--- src/rtl/mem_arbiter.sv ---
// mem_arbiter: shares one main-memory port between the I-side and D-side
// refill/write paths. D-side has priority unless the I-side has been passed
// over STARVE_LIMIT times in a row. Read bursts are BEATS words long; writes
// are a single word acknowledged by one response beat.
module mem_arbiter #(
    parameter int BEATS        = 4,
    parameter int STARVE_LIMIT = 3
) (
    input  logic        clk,
    input  logic        reset,

    input  logic        ic_req_valid,
    input  logic [31:0] ic_req_addr,
    output logic        ic_req_ready,
    output logic        ic_resp_valid,
    output logic [31:0] ic_resp_data,
    output logic        ic_resp_last,

    input  logic        dc_req_valid,
    input  logic [31:0] dc_req_addr,
    input  logic [3:0]  dc_req_we,
    input  logic [31:0] dc_req_wdata,
    output logic        dc_req_ready,
    output logic        dc_resp_valid,
    output logic [31:0] dc_resp_data,
    output logic        dc_resp_last,

    output logic        mem_req_valid,
    input  logic        mem_req_ready,
    output logic [31:0] mem_req_addr,
    output logic [3:0]  mem_req_we,
    output logic [31:0] mem_req_wdata,
    input  logic        mem_resp_valid,
    input  logic [31:0] mem_resp_data,

    output logic        stall
);

    localparam int BW = (BEATS > 1) ? $clog2(BEATS) : 1;
    localparam int SW = (STARVE_LIMIT > 0) ? $clog2(STARVE_LIMIT + 1) : 1;
    localparam int LW = $clog2(BEATS) + 2;
    localparam logic [31:0]   LINE_MASK  = ~((32'd1 << LW) - 32'd1);
    localparam logic [BW-1:0] LAST_BEAT  = BW'(BEATS - 1);
    localparam logic [SW-1:0] STARVE_MAX = SW'(STARVE_LIMIT);

    typedef enum logic [1:0] {
        S_IDLE  = 2'd0,
        S_ISSUE = 2'd1,
        S_RESP  = 2'd2
    } state_t;

    state_t        r_state;
    state_t        w_state_next;

    logic          r_grant_dc;
    logic [31:0]   r_addr;
    logic [3:0]    r_we;
    logic [31:0]   r_wdata;
    logic [BW-1:0] r_beat;
    logic [SW-1:0] r_starve;

    logic          w_any_req;
    logic          w_pick_dc;
    logic          w_is_write;
    logic          w_last;

    assign w_any_req  = ic_req_valid | dc_req_valid;
    // I-side wins only when it has been starved for STARVE_LIMIT D grants
    assign w_pick_dc  = dc_req_valid & ~(ic_req_valid & (r_starve == STARVE_MAX));
    assign w_is_write = |r_we;
    // A write finishes on its single ack; a read on its final burst beat
    assign w_last     = w_is_write | (r_beat == LAST_BEAT);

    // State register
    always_ff @(posedge clk or negedge reset) begin
        if (!reset) begin
            r_state <= S_IDLE;
        end else begin
            r_state <= w_state_next;
        end
    end

    // Next-state logic: accept, hold request until taken, drain responses
    always_comb begin
        w_state_next = r_state;
        case (r_state)
            S_IDLE:  if (w_any_req)                 w_state_next = S_ISSUE;
            S_ISSUE: if (mem_req_ready)             w_state_next = S_RESP;
            S_RESP:  if (mem_resp_valid && w_last)  w_state_next = S_IDLE;
            default:                                w_state_next = S_IDLE;
        endcase
    end

    // Latch the winning request and track burst beats
    always_ff @(posedge clk or negedge reset) begin
        if (!reset) begin
            r_grant_dc <= 1'b0;
            r_addr     <= 32'd0;
            r_we       <= 4'd0;
            r_wdata    <= 32'd0;
            r_beat     <= '0;
        end else begin
            case (r_state)
                S_IDLE: begin
                    r_beat <= '0;
                    if (w_any_req) begin
                        r_grant_dc <= w_pick_dc;
                        r_addr     <= w_pick_dc ? dc_req_addr  : ic_req_addr;
                        r_we       <= w_pick_dc ? dc_req_we    : 4'd0;
                        r_wdata    <= w_pick_dc ? dc_req_wdata : 32'd0;
                    end
                end
                S_ISSUE: r_beat <= '0;
                S_RESP: begin
                    // Never step past the last beat; IDLE clears it for the next burst
                    if (mem_resp_valid && !w_last) begin
                        r_beat <= r_beat + BW'(1);
                    end
                end
                default: r_beat <= '0;
            endcase
        end
    end

    // Count consecutive D grants that bypassed a waiting I-side request
    always_ff @(posedge clk or negedge reset) begin
        if (!reset) begin
            r_starve <= '0;
        end else if (r_state == S_IDLE && w_any_req) begin
            if (!w_pick_dc) begin
                r_starve <= '0;
            end else if (ic_req_valid && r_starve != STARVE_MAX) begin
                r_starve <= r_starve + SW'(1);
            end
        end
    end

    // Outputs: everything forced low while reset is asserted
    always_comb begin
        ic_req_ready  = 1'b0;
        ic_resp_valid = 1'b0;
        ic_resp_data  = 32'd0;
        ic_resp_last  = 1'b0;
        dc_req_ready  = 1'b0;
        dc_resp_valid = 1'b0;
        dc_resp_data  = 32'd0;
        dc_resp_last  = 1'b0;
        mem_req_valid = 1'b0;
        mem_req_addr  = 32'd0;
        mem_req_we    = 4'd0;
        mem_req_wdata = 32'd0;
        stall         = 1'b0;
        if (reset) begin
            stall = w_any_req | (r_state != S_IDLE);
            case (r_state)
                S_IDLE: begin
                    dc_req_ready = w_pick_dc;
                    ic_req_ready = ic_req_valid & ~w_pick_dc;
                end
                S_ISSUE: begin
                    mem_req_valid = 1'b1;
                    mem_req_addr  = w_is_write ? {r_addr[31:2], 2'b00} : (r_addr & LINE_MASK);
                    mem_req_we    = r_we;
                    mem_req_wdata = r_wdata;
                end
                S_RESP: begin
                    if (mem_resp_valid) begin
                        if (r_grant_dc) begin
                            dc_resp_valid = 1'b1;
                            dc_resp_data  = w_is_write ? 32'd0 : mem_resp_data;
                            dc_resp_last  = w_last;
                        end else begin
                            ic_resp_valid = 1'b1;
                            ic_resp_data  = mem_resp_data;
                            ic_resp_last  = w_last;
                        end
                    end
                end
                default: ;
            endcase
        end
    end

endmodule

--- config.mk ---
export PLATFORM = sky130hd
export DESIGN_NAME = mem_arbiter
export DESIGN_NICKNAME = d
export VERILOG_FILES = /design/src/rtl/mem_arbiter.sv
export SDC_FILE = /design/constraint.sdc
export NUM_CORES = 1
export LEC_CHECK = 0
export CAP_MARGIN = 25
export CORE_UTILIZATION = 33
export DETAILED_ROUTE_END_ITERATION = 8
export PLACE_DENSITY = 0.79
export SLEW_MARGIN = 20
export SYNTH_ARGS = -nofsm -noshare
export SYNTH_HDL_FRONTEND = slang
export SYNTH_SLANG_ARGS = --single-unit
export TNS_END_PERCENT = 5
--- constraint.sdc ---
create_clock -name clk -period 1.55 [get_ports clk]
set_input_delay 0.2325 -clock clk [delete_from_list [all_inputs] [get_ports clk]]
set_output_delay 0.2325 -clock clk [all_outputs]
set_load 0.05 [all_outputs]
======== Yosys cells after proc, flatten, opt, wreduce, memory -nomap -nowiden ========
Cells that the tools add are included.
cells by class
  add/subtract/negate cells ............... 2
  equality and inequality tests ........... 10
  multiplexer cells ....................... 50
  bitwise gates (word level) .............. 8
  reductions and logical operators ........ 11
operators with widths
  kind                 count
  $mux 32              15
  $mux 1               23
  $mux 4               4
  $mux 2               7
  $ne 2x2->1 const B   5
  $eq 2x2->1 const B   3
  $pmux 2 s3           1
  $add 2x1->2 const B  2
  $logic_and 1x1->1    4
  $reduce_and 2->1     2
  $reduce_or 4->1      1
  $and 1x1->1          3
  $or 1x1->1           3
  $reduce_and 3->1     1
  $eq 2x1->1 const B   1
  $logic_not 2->1      1
  $ne 2x1->1 const B   1
  $not 1->1            2
  $reduce_bool 2->1    1
  $logic_not 1->1      1
word-level totals
  bits in registers ....................... 75
  bits of input ports ..................... 138
  output and inout port bits .............. 140
  word-level logic and storage cells ...... 88

======== Depth between registers and ports, before layout ========
Gate-level depths: netlist (run 1).
  word-level depth ........................ 8
  depth in mapped cells ................... 6
  depth with buffers taken out ............ 4

======== Worst setup path after synthesis (run 1) ========
Ideal clock, no wire load.
  path type ............................... flip-flop to output port
  start point ............................. reg r_starve[0]
  end point ............................... out dc_req_ready
  arrival time ............................ 2516 ps
  data required time ...................... 1317 ps
  slack ................................... -1198 ps
  cell stages (with the launch flop) ...... 6
  buffers on the path ..................... 2
  cells stage by stage .................... dfrtp_1 -> ha_1 -> a21bo_1 -> buf_2 -> buf_2 -> nor4_1
on the way
  word-level cells in the longest chain between the ends .. 6
ends and longest elaborated chain
  item                    RTL line  source
  start, declared         60        logic [SW-1:0] r_starve;
  start signal, assigned  133       r_starve <= r_starve + SW'(1);
  $eq 2x2->1              69        assign w_pick_dc = dc_req_valid & ~(ic_req_valid & (r_starve == STARVE_MAX));
  $and 1x1->1             69
  $not 1->1               69
  $and 1x1->1             69
  $mux 1                  155       case (r_state)
  $mux 1                  153       if (reset) begin
  end, declared           23        output logic dc_req_ready,
Every way passes these cells.

======== Final worst setup path (run 1) ========
  start point ............................. reg r_we[0]
  end point ............................... out dc_resp_data[31]
on the way
  word-level cells in the longest chain between the ends .. 6
ends and longest elaborated chain
  item                    RTL line  source
  start, declared         57        logic [3:0] r_we;
  start signal, assigned  109       r_we <= w_pick_dc ? dc_req_we : 4'd0;
  $reduce_or 4->1         70        assign w_is_write = |r_we;
  $mux 32                 170       dc_resp_data = w_is_write ? 32'd0 : mem_resp_data;
  $mux 32                 168       if (r_grant_dc) begin
  $mux 32                 167       if (mem_resp_valid) begin
  $mux 32                 155
  $mux 32                 153
  end, declared           25        output logic [31:0] dc_resp_data,
Every way passes these cells.

==> run metrics, run 1 <==
post-synthesis mux area share 0.169; fin crit share 1.42; DP Wirelength 11.8 mm; n_diodes 0; global-route congestion overflow total 0; highest clock rate around 450 MHz; CTS buffer count 9; Fin Clk Skew between 0.006 and 0.007 ns; CP endpoint kind primary output; max incr delay on CP ~0.57 ns; asr flop ratio synth 1.00; Post-Syn Area about 4100 µm²; post-synth cell types 33; outcome complete, but fails checks; setup ws final -0.656 ns; WP data required about 1.3 ns; DRT antenna net count 0; CORE AREA between 10,000 and 15,000 µm²; multi-input logic area roughly 2400 µm²; Adder-Cell Fraction of Synth Area 0.00614; Synth area leader dfrtp_1; CTS clk-pin slew, worst paths roughly 0.060 ns; setup violators final between 150 and 200; average size of a mapped cell 11.0 µm²; Mapped Cells approximately 370; share of cells above drive strength 1 0.573; critical path class register to primary output; CP most frequent cell buf_12; H-tree levels 3; post-route cell area 9170 µm²; area share of and/or/nand/nor cells after synthesis 0.234; die area around 13,000 µm²; largest family of logic cells by synthesized area simple AND/OR/NAND/NOR gates; CTS root buf clkbuf_16; via count approximately 4,000; Synth top cells by count and2_1 (128), dfrtp_1 (73), mux2_2 (61); Seq/Total Area, Yosys 0.448; Min-Delay Path Class input pin to asynchronous set/reset pin; Yosys top cell area share 0.448; FF+latch count, synth 73; CP startpoint r_we[0]; crit start category register; Period minus WS final ~2.2 ns; Clk Latency, worst-skew pair 0.33 ns; RSZ-0062 raised after global routing true; maximum number of pins on one net before global-route repair 52; DIE HEIGHT ~110 µm; final hold vios 0; average vias per placed instance slightly below 5; placed instance area slightly below 9000 µm²; Compound-Gate Fraction of Synth Area 0.0977; Detailed Route WL roughly 14 mm; Storage cell area 1830 µm²; crit-path max FO 32; Die X between 100 and 150 µm; leading cell type by number of instances after synthesis and2_1; TritonRoute pass-1 iters 4; Clock Sinks 73; prevailing post-synth register cell dfrtp_1; Max Cap Violations 0; # Post-CTS Setup Buffers 0; worst-margin pin slew around 0.65 ns; vias in the first global route roughly 4,300; clock tree buffer depth 2; first-pass GRT wire length around 22 mm; Syn-to-layout area delta 125%; io pins roughly 280; power per cell area 1310 nW/µm²; failing checks negative setup slack; initial antenna violation count 0; final hold slack a little under 0.07 ns; Cell Chain, Critical Path or4_4 > nor3_4 > buf_12 > and2_2 > buf_12; CP arrival between 1.5 and 2 ns; YS warnings 0; IO buf count 271; leakage 3.93 nW; GPL Wtd Cong a little over 0.9; RR Startpoint r_we[0]; Initial Utilization 0.339; Fillers roughly 770; starting DRC count in detailed routing ~110; VDD IR-drop max 0.872 mV; setup slack at placement -0.445 ns; CTS tree done; Max-slew headroom 0.567; Residual DRC 0; Post-layout nets 798; site row count 40; Synth area leaders dfrtp_1 (45%), and2_1 (20%), mux2_2 (17%), a22o_1 (8.0%), buf_2 (1.7%); Synth Area in XOR/XNOR 0; max-slew violations 0; gr usage total 0.228; DR WL/cell between 15 and 20 µm; CP max stage cell or4_4; number of synthesized flops with an enable pin 0; setup total negative slack -58.05 ns
[logic make-up after synthesis]
logic type	Yosys count
fa+ha+maj	2
other cells	1
flops	73
buf+inv	33
mux	61
compound gates	48
simple gates	151
[power by group]
group          internal [mW]  leakage [nW]  switching (mW)
Combinational           3.55          2.88            3.24
Sequential              2.76         0.903           0.443
Clock                   1.28         0.142           0.756
Total                   7.59          3.93            4.44
[worst paths after layout]
path                       cells after the start          endpoint  slack (ns)
setup reg to reg                               4         r_beat[0]       -0.15
min in group clk                               1       r_wdata[31]        0.49
max in group asynchronous                      3         r_beat[1]        0.76
hold / removal                                 2       r_wdata[13]        0.07
setup / recovery                               5  dc_resp_data[31]       -0.66
hold reg to reg                                1       r_wdata[31]        0.49
[cell usage in the layout, fill, tap and decap left out, types with 2 or more instances in the layout]
cell type,count
and2_1,15
nor3_4,2
inv_1,3
nor2_4,4
and2_2,55
clkbuf_16,9
conb_1,2
buf_6,2
mux2_2,61
and3_1,2
clkdlybuf4s50_1,132
a22o_1,37
dfrtp_1,73
buf_12,146
buf_4,26
and2_4,58
clkinvlp_4,2
o21ai_0,2
nor3_2,2
nor2_1,2
nand2b_1,2
clkinv_2,2
[worst max-delay path, delay by kind of cell, from the launching register on]
kind | cells | cell delay, ns
simple gates | 3 | 0.93
flops | 1 | 0.38
buf+inv | 2 | 0.34
[metrics by stage]
| stage | instances | util | power, mW |
|---|---|---|---|
| floorplan | 370 | - | 6.65 |
| global placement | 793 | 0.731 | 9.63 |
| detailed placement | 793 | 0.731 | 9.88 |
| CTS | 810 | 0.761 | 12.1 |
| global route | 810 | 0.764 | 12.6 |
| finish | 810 | 0.764 | 12.0 |
[final cells by class]
type                       instances  area share
timing repair buffer             307       0.488
multi-input combinational        264       0.259
sequential                        73       0.199
clock buffer                      11      0.0265
tap                              147      0.0201
clock inverter                     5     0.00600
inverter                           3     0.00123
[sequential cells by signal, summed over array words and instances, names as in the netlist]
| register | flops |
|---|---|
| r_wdata | 32 |
| r_addr | 30 |
| r_we | 4 |
| r_beat | 2 |
| r_starve | 2 |
| r_state | 2 |
| r_grant_dc | 1 |
[what timing repair did]
item,in CTS,in global routing
hold buffers,1,0
setup endpoints to repair,207,208
resized for setup,20,9
hold endpoints to repair,22,0
pin swaps,26,21
[per-layer routing]
layer	up-vias	wire (µm)	track usage
met4	0	357	0.0754
li1	1839	-	-
met5	-	0	0
met1	1922	5030	0.235
met2	187	7890	0.436
met3	22	1030	0.0680
(Power assumes the default switching activity.)
==> run 2, diff against run 1 <==
--- a/config.mk
+++ b/config.mk
@@ -9,8 +9,9 @@
 export CORE_UTILIZATION = 33
 export DETAILED_ROUTE_END_ITERATION = 8
 export PLACE_DENSITY = 0.79
+export RECOVER_POWER = 50
 export SLEW_MARGIN = 20
 export SYNTH_ARGS = -nofsm -noshare
 export SYNTH_HDL_FRONTEND = slang
 export SYNTH_SLANG_ARGS = --single-unit
-export TNS_END_PERCENT = 5
+export TNS_END_PERCENT = 50
==> run metrics, run 2 (synthesis results as in run 1) <==
outcome complete, but fails checks (unchanged); failing checks negative setup slack (unchanged); final hold vios 0 (unchanged); Comb power frac 0.584 (was 0.564); vias in the first global route 4,606 (was 4,256); VDD IR-drop max 0.933 mV (was 0.872 mV); DR WL/cell 20.5 µm (was 17.7 µm); highest metal used met4 (unchanged); crit-path max FO 32 (unchanged); share of cells above drive strength 1 0.613 (was 0.573); DP Wirelength 11.5 mm (was 11.8 mm); site row count 40 (unchanged); Syn-to-layout area delta 139% (was 125%); io pins 278 (unchanged); most common cell after layout, fill and taps aside buf_12 (unchanged); max-slew violations 0 (unchanged); clock tree buffer depth 2 (unchanged); clock network power share 0.169 (about the same); GPL Wtd Cong 0.905 (was 0.926); Initial Utilization 0.339 (unchanged); H-tree levels 3 (unchanged); Post-layout nets 819 (was 798); CP endpoint kind primary output (unchanged); critical path class register to primary output (unchanged); internal cell power 8.42 mW (was 7.59 mW); Fin Clk Skew 0.00782 ns (was 0.00618 ns); fin crit share 1.44 (was 1.42); Clock Sinks 73 (unchanged); setup violators final 209 (was 189); highest clock rate 447 MHz (was 453 MHz); Detailed Route WL 17.1 mm (was 14.3 mm); met1 wire length 6.09 mm (was 5.03 mm); setup slack at placement -0.415 ns (was -0.445 ns); CORE AREA 12,000 µm² (unchanged); DIE HEIGHT 113 µm (unchanged); Die X 113 µm (unchanged); setup ws final -0.685 ns (was -0.656 ns); NetSw 4.92 mW (was 4.44 mW); switching share of power 0.369 (about the same); max incr delay on CP 0.58 ns (was 0.57 ns); CP most frequent cell buf_12 (unchanged); RSZ-0062 raised after global routing true (unchanged); CTS root buf clkbuf_16 (unchanged); Min-Delay Path Class input pin to asynchronous set/reset pin (unchanged); leakage 4.19 nW (was 3.93 nW); CTS tree done (unchanged); power per cell area 1370 nW/µm² (was 1310 nW/µm²); biggest regs r_wdata x32, r_addr x30, r_we x4 (unchanged); initial antenna violation count 1 (was 0); placed insts 788 (was 793); TritonRoute pass-1 iters 4 (unchanged); global-route congestion overflow total 0 (unchanged); Cell Chain, Critical Path or4_4 > nor3_4 > buf_12 > and2_2 > buf_12 (unchanged); Residual DRC 0 (unchanged); Reg with most FFs r_wdata (unchanged); commonest cells after routing, fill and taps aside buf_12 (148), clkdlybuf4s50_1 (132), and2_4 (125), dfrtp_1 (71), mux2_2 (60) (was buf_12 (146), clkdlybuf4s50_1 (132), dfrtp_1 (73), mux2_2 (61), and2_4 (58)); met2 wire len 9.22 mm (was 7.89 mm); gr usage total 0.274 (was 0.228); CTS clk-pin slew, worst paths 0.06 ns (about the same); worst-margin pin slew 1.11 ns (was 0.649 ns); Period minus WS final 2.23 ns (was 2.21 ns); routed length on met3 1.02 mm (was 1.03 mm); via count 4,120 (was 3,970); starting DRC count in detailed routing 155 (was 106); CP max stage cell or4_4 (unchanged); max FFs per register 32 (unchanged); setup total negative slack -69.78 ns (was -58.05 ns); crit start category register (unchanged); CTS buffer count 9 (unchanged); Clk Latency, worst-skew pair 0.34 ns (was 0.33 ns); WP data required 1.32 ns (about the same); part of the power in registers 0.247 (was 0.266); Max-slew headroom 0.260 (was 0.567); average vias per placed instance 4.95 (was 4.90); die area 12,800 µm² (unchanged); maximum number of pins on one net before global-route repair 43 (was 52); DRT antenna net count 0 (unchanged); CP arrival 2.00 ns (was 1.97 ns); first-pass GRT wire length 26.3 mm (was 22.3 mm); IO buf count 271 (unchanged); Max Cap Violations 0 (unchanged); non-filler cells, final 832 (was 810)
run 2: cell count changes in the layout (fill, tap and decap cells not counted), sizes merged:
cell | previous run | this run
clkbuf | 11 | 14
diode | 0 | 1
bufinv | 1 | 2
buf | 174 | 191
run 2: per-layer routing:
metal / track usage / up-vias
li1: - / 1882
met5: 0 / -
met3: 0.0584 / 53
met2: 0.520 / 205
met1: 0.285 / 1980
met4: 0.131 / 0
run 2: cell type report:
| type | count | area (µm²) |
|---|---|---|
| diodes | 1 | 2.50 |
| clock buffers | 10 | 229 |
| clock inverters | 6 | 92.6 |
| fillers | 672 | 2250 |
| inverters | 3 | 11.3 |
| multi-input cells | 264 | 2510 |
| flip-flops and latches | 73 | 1830 |
| well taps | 147 | 184 |
| repair buffers | 328 | 4900 |
run 2: path summary, 6_finish.rpt:
check	depth (start not counted)	slack, ns	startpoint	end
setup / recovery	5	-0.68	r_we[0]	dc_resp_data[31]
hold / removal	2	0.32	reset	r_state[0]
setup reg to reg	5	-0.27	r_we[0]	r_beat[0]
hold reg to reg	1	0.51	r_addr[17]	r_addr[17]
max in group asynchronous	2	0.49	reset	r_state[1]
min in group clk	2	0.49	dc_req_wdata[24]	r_wdata[24]
run 2: power groups by stage:
stage	Combinational, mW	Sequential, mW	Clock, mW
floorplan	3.65	3.12	0
global placement	6.50	3.17	0
detailed placement	6.66	3.23	0
CTS	8.00	3.27	2.28
global route	8.15	3.38	2.37
finish	7.79	3.30	2.25
run 2: per-stage QoR:
stage	cell area, µm²	total power [mW]	util	hold slack, ns
after global placement	8770	9.66	0.730	0.298
after CTS	9870	13.5	0.822	0.0303
after global routing	9760	13.9	0.812	0.406
after floorplan	4380	6.77	-	-0.0631
after detailed placement	8770	9.89	0.730	0.312
final	9760	13.3	0.812	0.318
run 2: what timing repair did:
item	CTS	global route
cloned	12	1
endpoints found under the hold margin	32	0
pin swaps	71	27
setup endpoints to repair	207	210
buffers inserted	19	3
resized for setup	101	11
hold buffers	1	0
run 2: worst max-delay path: cells and delay by family (launching register included):
| family | cells | cell delay [ns] |
|---|---|---|
| buf+inv | 2 | 0.35 |
| flops | 1 | 0.38 |
| simple gates | 3 | 0.94 |
